<file path="src/rtl/mau_pwm_seq.sv">
// Sequences one point-wise multiply job through the MAU: it streams operand pairs from memory
// into the MAU, holds the MAU configuration for the whole job and writes the results back in order.
//
// state | meaning
// IDLE  | waiting for start; configuration holds the last job's selection
// ISSUE | one operand read per cycle, addresses 0..N_COEF-1
// DRAIN | all reads issued; collecting the remaining MAU results
// DONE  | one-cycle completion pulse, then back to IDLE
module mau_pwm_seq #(
  parameter int N_COEF = 256,
  parameter int ADDR_W = 8
) (
  input  logic              clk,
  input  logic              rst_n,
  input  logic              start,
  input  logic              kd_sel,
  input  logic              abort,
  output logic              busy,
  output logic              done,
  output logic              rd_en,
  output logic [ADDR_W-1:0] rd_addr,
  input  logic [23:0]       rd_data_a,
  input  logic [23:0]       rd_data_b,
  output logic [23:0]       mau_a,
  output logic [23:0]       mau_b,
  output logic              mau_enable,
  output logic              mau_kd_sel,
  output logic [3:0]        mau_alu_mode,
  output logic [23:0]       mau_q,
  output logic [24:0]       mau_barret_m,
  output logic [4:0]        mau_mm_N,
  input  logic              mau_valid,
  input  logic [23:0]       mau_o0,
  output logic              wr_en,
  output logic [ADDR_W-1:0] wr_addr,
  output logic [23:0]       wr_data
);

  // One spare bit so N_COEF = 2^ADDR_W is reachable without wrapping.
  localparam int CNT_W = ADDR_W + 1;
  localparam logic [CNT_W-1:0] CNT_LAST = CNT_W'(N_COEF - 1);
  localparam logic [CNT_W-1:0] CNT_FULL = CNT_W'(N_COEF);

  localparam logic [23:0] KY_Q = 24'd3329;
  localparam logic [24:0] KY_M = 25'd5039;
  localparam logic [4:0]  KY_N = 5'd12;
  localparam logic [23:0] DI_Q = 24'd8380417;
  localparam logic [24:0] DI_M = 25'd8396807;
  localparam logic [4:0]  DI_N = 5'd23;
  localparam logic [3:0]  ALU_PWM = 4'b0100;

  typedef enum logic [1:0] {
    IDLE  = 2'd0,
    ISSUE = 2'd1,
    DRAIN = 2'd2,
    DONE  = 2'd3
  } state_t;

  state_t           state;
  logic [CNT_W-1:0] rd_cnt;
  logic [CNT_W-1:0] wr_cnt;
  logic             last_write;

  // Results are taken the same cycle they arrive, but never beyond the job length.
  assign wr_en      = busy & mau_valid & (wr_cnt != CNT_FULL);
  assign wr_addr    = wr_en ? wr_cnt[ADDR_W-1:0] : '0;
  assign wr_data    = wr_en ? mau_o0 : '0;
  assign last_write = wr_en & (wr_cnt == CNT_LAST);

  assign rd_addr    = rd_en ? rd_cnt[ADDR_W-1:0] : '0;

  // Memory data lands the cycle after the read strobe, which is the MAU enable cycle.
  assign mau_a      = mau_enable ? rd_data_a : '0;
  assign mau_b      = mau_enable ? rd_data_b : '0;

  assign mau_alu_mode = ALU_PWM;
  assign mau_q        = mau_kd_sel ? DI_Q : KY_Q;
  assign mau_barret_m = mau_kd_sel ? DI_M : KY_M;
  assign mau_mm_N     = mau_kd_sel ? DI_N : KY_N;

  always_ff @(posedge clk or negedge rst_n) begin
    if (!rst_n) begin
      state      <= IDLE;
      busy       <= 1'b0;
      done       <= 1'b0;
      rd_en      <= 1'b0;
      rd_cnt     <= '0;
      wr_cnt     <= '0;
      mau_enable <= 1'b0;
      mau_kd_sel <= 1'b0;
    end else begin
      done       <= 1'b0;
      mau_enable <= rd_en & ~abort;
      if (wr_en) begin
        wr_cnt <= wr_cnt + CNT_W'(1);
      end

      case (state)
        IDLE: begin
          if (start && !abort) begin
            state      <= ISSUE;
            busy       <= 1'b1;
            rd_en      <= 1'b1;
            rd_cnt     <= '0;
            wr_cnt     <= '0;
            mau_kd_sel <= kd_sel;
          end
        end

        ISSUE: begin
          if (abort) begin
            state <= IDLE;
            busy  <= 1'b0;
            rd_en <= 1'b0;
          end else if (rd_cnt == CNT_LAST) begin
            state <= DRAIN;
            rd_en <= 1'b0;
          end else begin
            rd_cnt <= rd_cnt + CNT_W'(1);
          end
        end

        DRAIN: begin
          if (abort) begin
            state <= IDLE;
            busy  <= 1'b0;
          end else if (last_write || wr_cnt == CNT_FULL) begin
            state <= DONE;
            done  <= 1'b1;
          end
        end

        DONE: begin
          state <= IDLE;
          busy  <= 1'b0;
        end

        default: begin
          state <= IDLE;
          busy  <= 1'b0;
          rd_en <= 1'b0;
        end
      endcase
    end
  end

endmodule

</file>
<file path="config.mk">
export PLATFORM = sky130hd
export DESIGN_NAME = mau_pwm_seq
export DESIGN_NICKNAME = d
export VERILOG_FILES = /design/src/rtl/mau_pwm_seq.sv
export SDC_FILE = /design/constraint.sdc
export NUM_CORES = 1
export LEC_CHECK = 0
export CAP_MARGIN = 20
export CORE_ASPECT_RATIO = 1.5
export CORE_MARGIN = 1.5
export CORE_UTILIZATION = 28
export DETAILED_ROUTE_END_ITERATION = 16
export PLACE_DENSITY = 0.75
export SLEW_MARGIN = 10
export SYNTH_ARGS = -nofsm -noshare
export SYNTH_HDL_FRONTEND = slang
export SYNTH_SLANG_ARGS = --single-unit
</file>
<file path="constraint.sdc">
create_clock -name clk -period 2 [get_ports clk]
set_input_delay 0.4 -clock clk [delete_from_list [all_inputs] [get_ports clk]]
set_output_delay 0.4 -clock clk [all_outputs]
set_load 0.005 [all_outputs]
</file>
==> metrics.txt <==
clk sinks=25; Max clock buf depth=2; failing checks=negative setup slack; PortBufs=roughly 200; die height=between 100 and 150 µm; maximum vdd drop=463 µV; Final #Nets=around 610; crit path launch type=flop; part of the Yosys area used for sequential elements=0.263; RSZ-0062 raised after global routing=yes; final hold vios=0; Post-Synthesis Cells=305; vias=2836; Worst Hold Path EP=rd_cnt[8]; Worst Setup SP=wr_cnt[0]; WP data arrival=1.77 ns; Rows=41; GRT Util Overall=0.215; RD Place Congestion=between 0.9 and 1; worst hold path class=flop to flop; commonest non-fill, non-tap cell in the layout=clkdlybuf4s50_1; Post-Syn Area per Cell=between 7 and 8 µm²; Worst Hold Depth=2; hold wc startpoint=rd_cnt[8]; FF-to-FF setup slack=-0.15 ns; pre-CTS setup slack=-0.629 ns; Post-Syn Area=about 2400 µm²; Synth area leaders=dfrtp_1 (26%), and2_1 (22%), buf_4 (18%); leak pwr=2.20 nW; CTS tree=yes; largest net degree at the start of global routing=50; layout cells sized above 1=0.265; drt wl/cell=approximately 16 µm; most frequent cells in the layout=clkdlybuf4s50_1 (158), and2_1 (53), buf_4 (49); total die area=around 9000 µm²; Post-Layout Inst Area=between 4000 and 5000 µm²; initial antenna violation count=0; Max-Cap Viols=0; Setup WS post-layout=-0.166 ns; number of buffers created by CTS=3; status=complete, but fails checks; fmax=between 400 and 500 MHz; Initial DRT Pass Iterations=4; area share of the largest cell type after synthesis=0.263; Critical Path End Type=output pin; CP most frequent cell=buf_6; H-tree depth=1; First DRT Iteration DRCs=a little over 70; Worst path slowest cell=dfrtp_1; Ys Warns=0; core region area=8310 µm²; Buffers & Inverters on Critical Path=5; clock period minus final worst setup slack=around 2.2 ns; CP required=between 1.5 and 2 ns; placed cell area=roughly 4400 µm²; Total Neg Setup Slack=-2.87 ns; cell area power density=about 770 nW/µm²; clk_lat worst skew=~0.26 ns; Vias per Instance=4.49; ANT nets after route=0; slowest stage delay, CP=0.39 ns; final setup vio count=31; cells along the critical path=inv_2 -> ha_4 -> nor4bb_4 -> a21oi_2 -> buf_6 -> buf_12 -> buf_6 -> and2_4 -> buf_6; IO Count=230; DP Wirelength=approximately 8 mm; clock transition at the registers of the reported paths=0.07 ns; CTS root buf=clkbuf_16; Post-CTS Hold Buffers=0; drt drc=0; Worst R2R Start=rd_cnt[0]; delay-heaviest family, CP=buffers and inverters; die width=78.2 µm; Min Hold Slack=0.483 ns; Reg2Reg Depth=8; final WL=~9.9 mm; Synth cell types=35; first-pass GRT wire length=roughly 15 mm; vias in the first global route=around 2700; skew final=between 0.005 and 0.006 ns; critical-path maximum fanout=7; CP Class=flop to output pin; post-synth top area cell=dfrtp_1; Congestion Overflow GR=0; crit share post-route=1.08; final max-slew violation count=0; starting density of the core=0.286; r2r endpoint=rd_cnt[6]; #FFs+latches synth=25; ANT cells=0; Area Growth Syn to Fin=106%
-- cell usage after synthesis, drive strengths merged --
library cell and instances:
a31o 1, nor4bb 1, and2 82, inv 12, a32o 2, nor4 1, o21ai 13, o2bb2ai 1
nand3 5, or2 1, or4 1, nand2 14, xor2 1, and3 7, xnor2 3, ha 9
a21oi 14, nor2 16, buf 58, or3 8, nor3 2, dfrtp 25, o21bai 2, o211ai 1
nor2b 3, a211o 1, or4b 1, conb 2, a211oi 1, nand4 2, clkbuf 11, nand2b 2
mux2i 1, a2111oi 1
-- state kept, by name (all words and copies together), names as in the netlist --
signal and cells:
busy 1, done 1, mau_enable 1, mau_kd_sel 1, rd_cnt 9, rd_en 1, state 2, wr_cnt 9
-- area by class of cell --
type | instances | area [µm²]
fill | 721 | 3430
timing repair buffer | 254 | 2470
multi-input combinational | 230 | 1530
sequential | 25 | 626
tap | 107 | 134
clock buffer | 3 | 75.1
inverter | 12 | 45.0
clock inverter | 1 | 5.00
-- how the worst max path moves through the flow --
stage                       end  slack, ns  cells past startpoint
finish              wr_data[14]      -0.17                      9
global route         wr_addr[1]      -0.27                      9
CTS                  wr_data[6]      -0.26                      9
detailed placement   wr_data[6]      -0.63                      6
global placement     wr_data[6]      -0.57                      6
floorplan             rd_cnt[7]      -0.04                      8
-- cell families (layout without fill, tap and decap cells) --
| kind of cell | count (synthesis) | in the layout | share of synthesized area |
|---|---|---|---|
| buffers and inverters | 81 | 270 | 0.219 |
| other | 2 | 33 | 0.00316 |
| AO/OA/AOI/OAI | 37 | 37 | 0.0927 |
| multiplexers | 1 | 1 | 0.00421 |
| flip-flops | 25 | 25 | 0.263 |
| adder cells (fa/ha/maj) | 9 | 9 | 0.0474 |
| XOR/XNOR | 4 | 4 | 0.0147 |
| AND/OR/NAND/NOR | 146 | 146 | 0.356 |
-- through the flow --
step                       util  power (W)  instances
final                     0.588    0.00374        632
after global routing      0.588    0.00400        632
after CTS                 0.576    0.00367        630
after detailed placement  0.531    0.00300        606
after global placement    0.531    0.00296        606
after floorplan               -    0.00182        336
-- report_power, final --
| group | switching [W] | leakage [nW] | total (W) | internal (W) |
|---|---|---|---|---|
| Clock | 0.000179 | 0.0409 | 0.000449 | 0.000270 |
| Sequential | 0.0000849 | 0.334 | 0.000694 | 0.000609 |
| Combinational | 0.000965 | 1.82 | 0.00260 | 0.00163 |
| Total | 0.00123 | 2.20 | 0.00374 | 0.00251 |
-- metal layers --
layer,GRT usage,up-vias,part of all wire
met5,0,-,0
met4,0.0393,0,0.0080
met3,0.0394,6,0.077
met2,0.443,180,0.56
met1,0.224,1315,0.35
li1,-,1335,-
-- worst min-delay path, delay by kind of cell (launching register included) --
kind / cells / cell delay, ns
DFF: 1 / 0.34
AOI/OAI and AO/OA: 1 / 0.06
and+or+nand+nor: 1 / 0.04
-- repair_timing --
item | 4_1_cts | 5_1_grt
gates cloned | 2 | 0
endpoints found under the setup margin | 49 | 38
setup buffers | 18 | 4
pin swaps | 29 | 11
gates resized for setup | 184 | 23
Power figures use the tool's default switching activity.
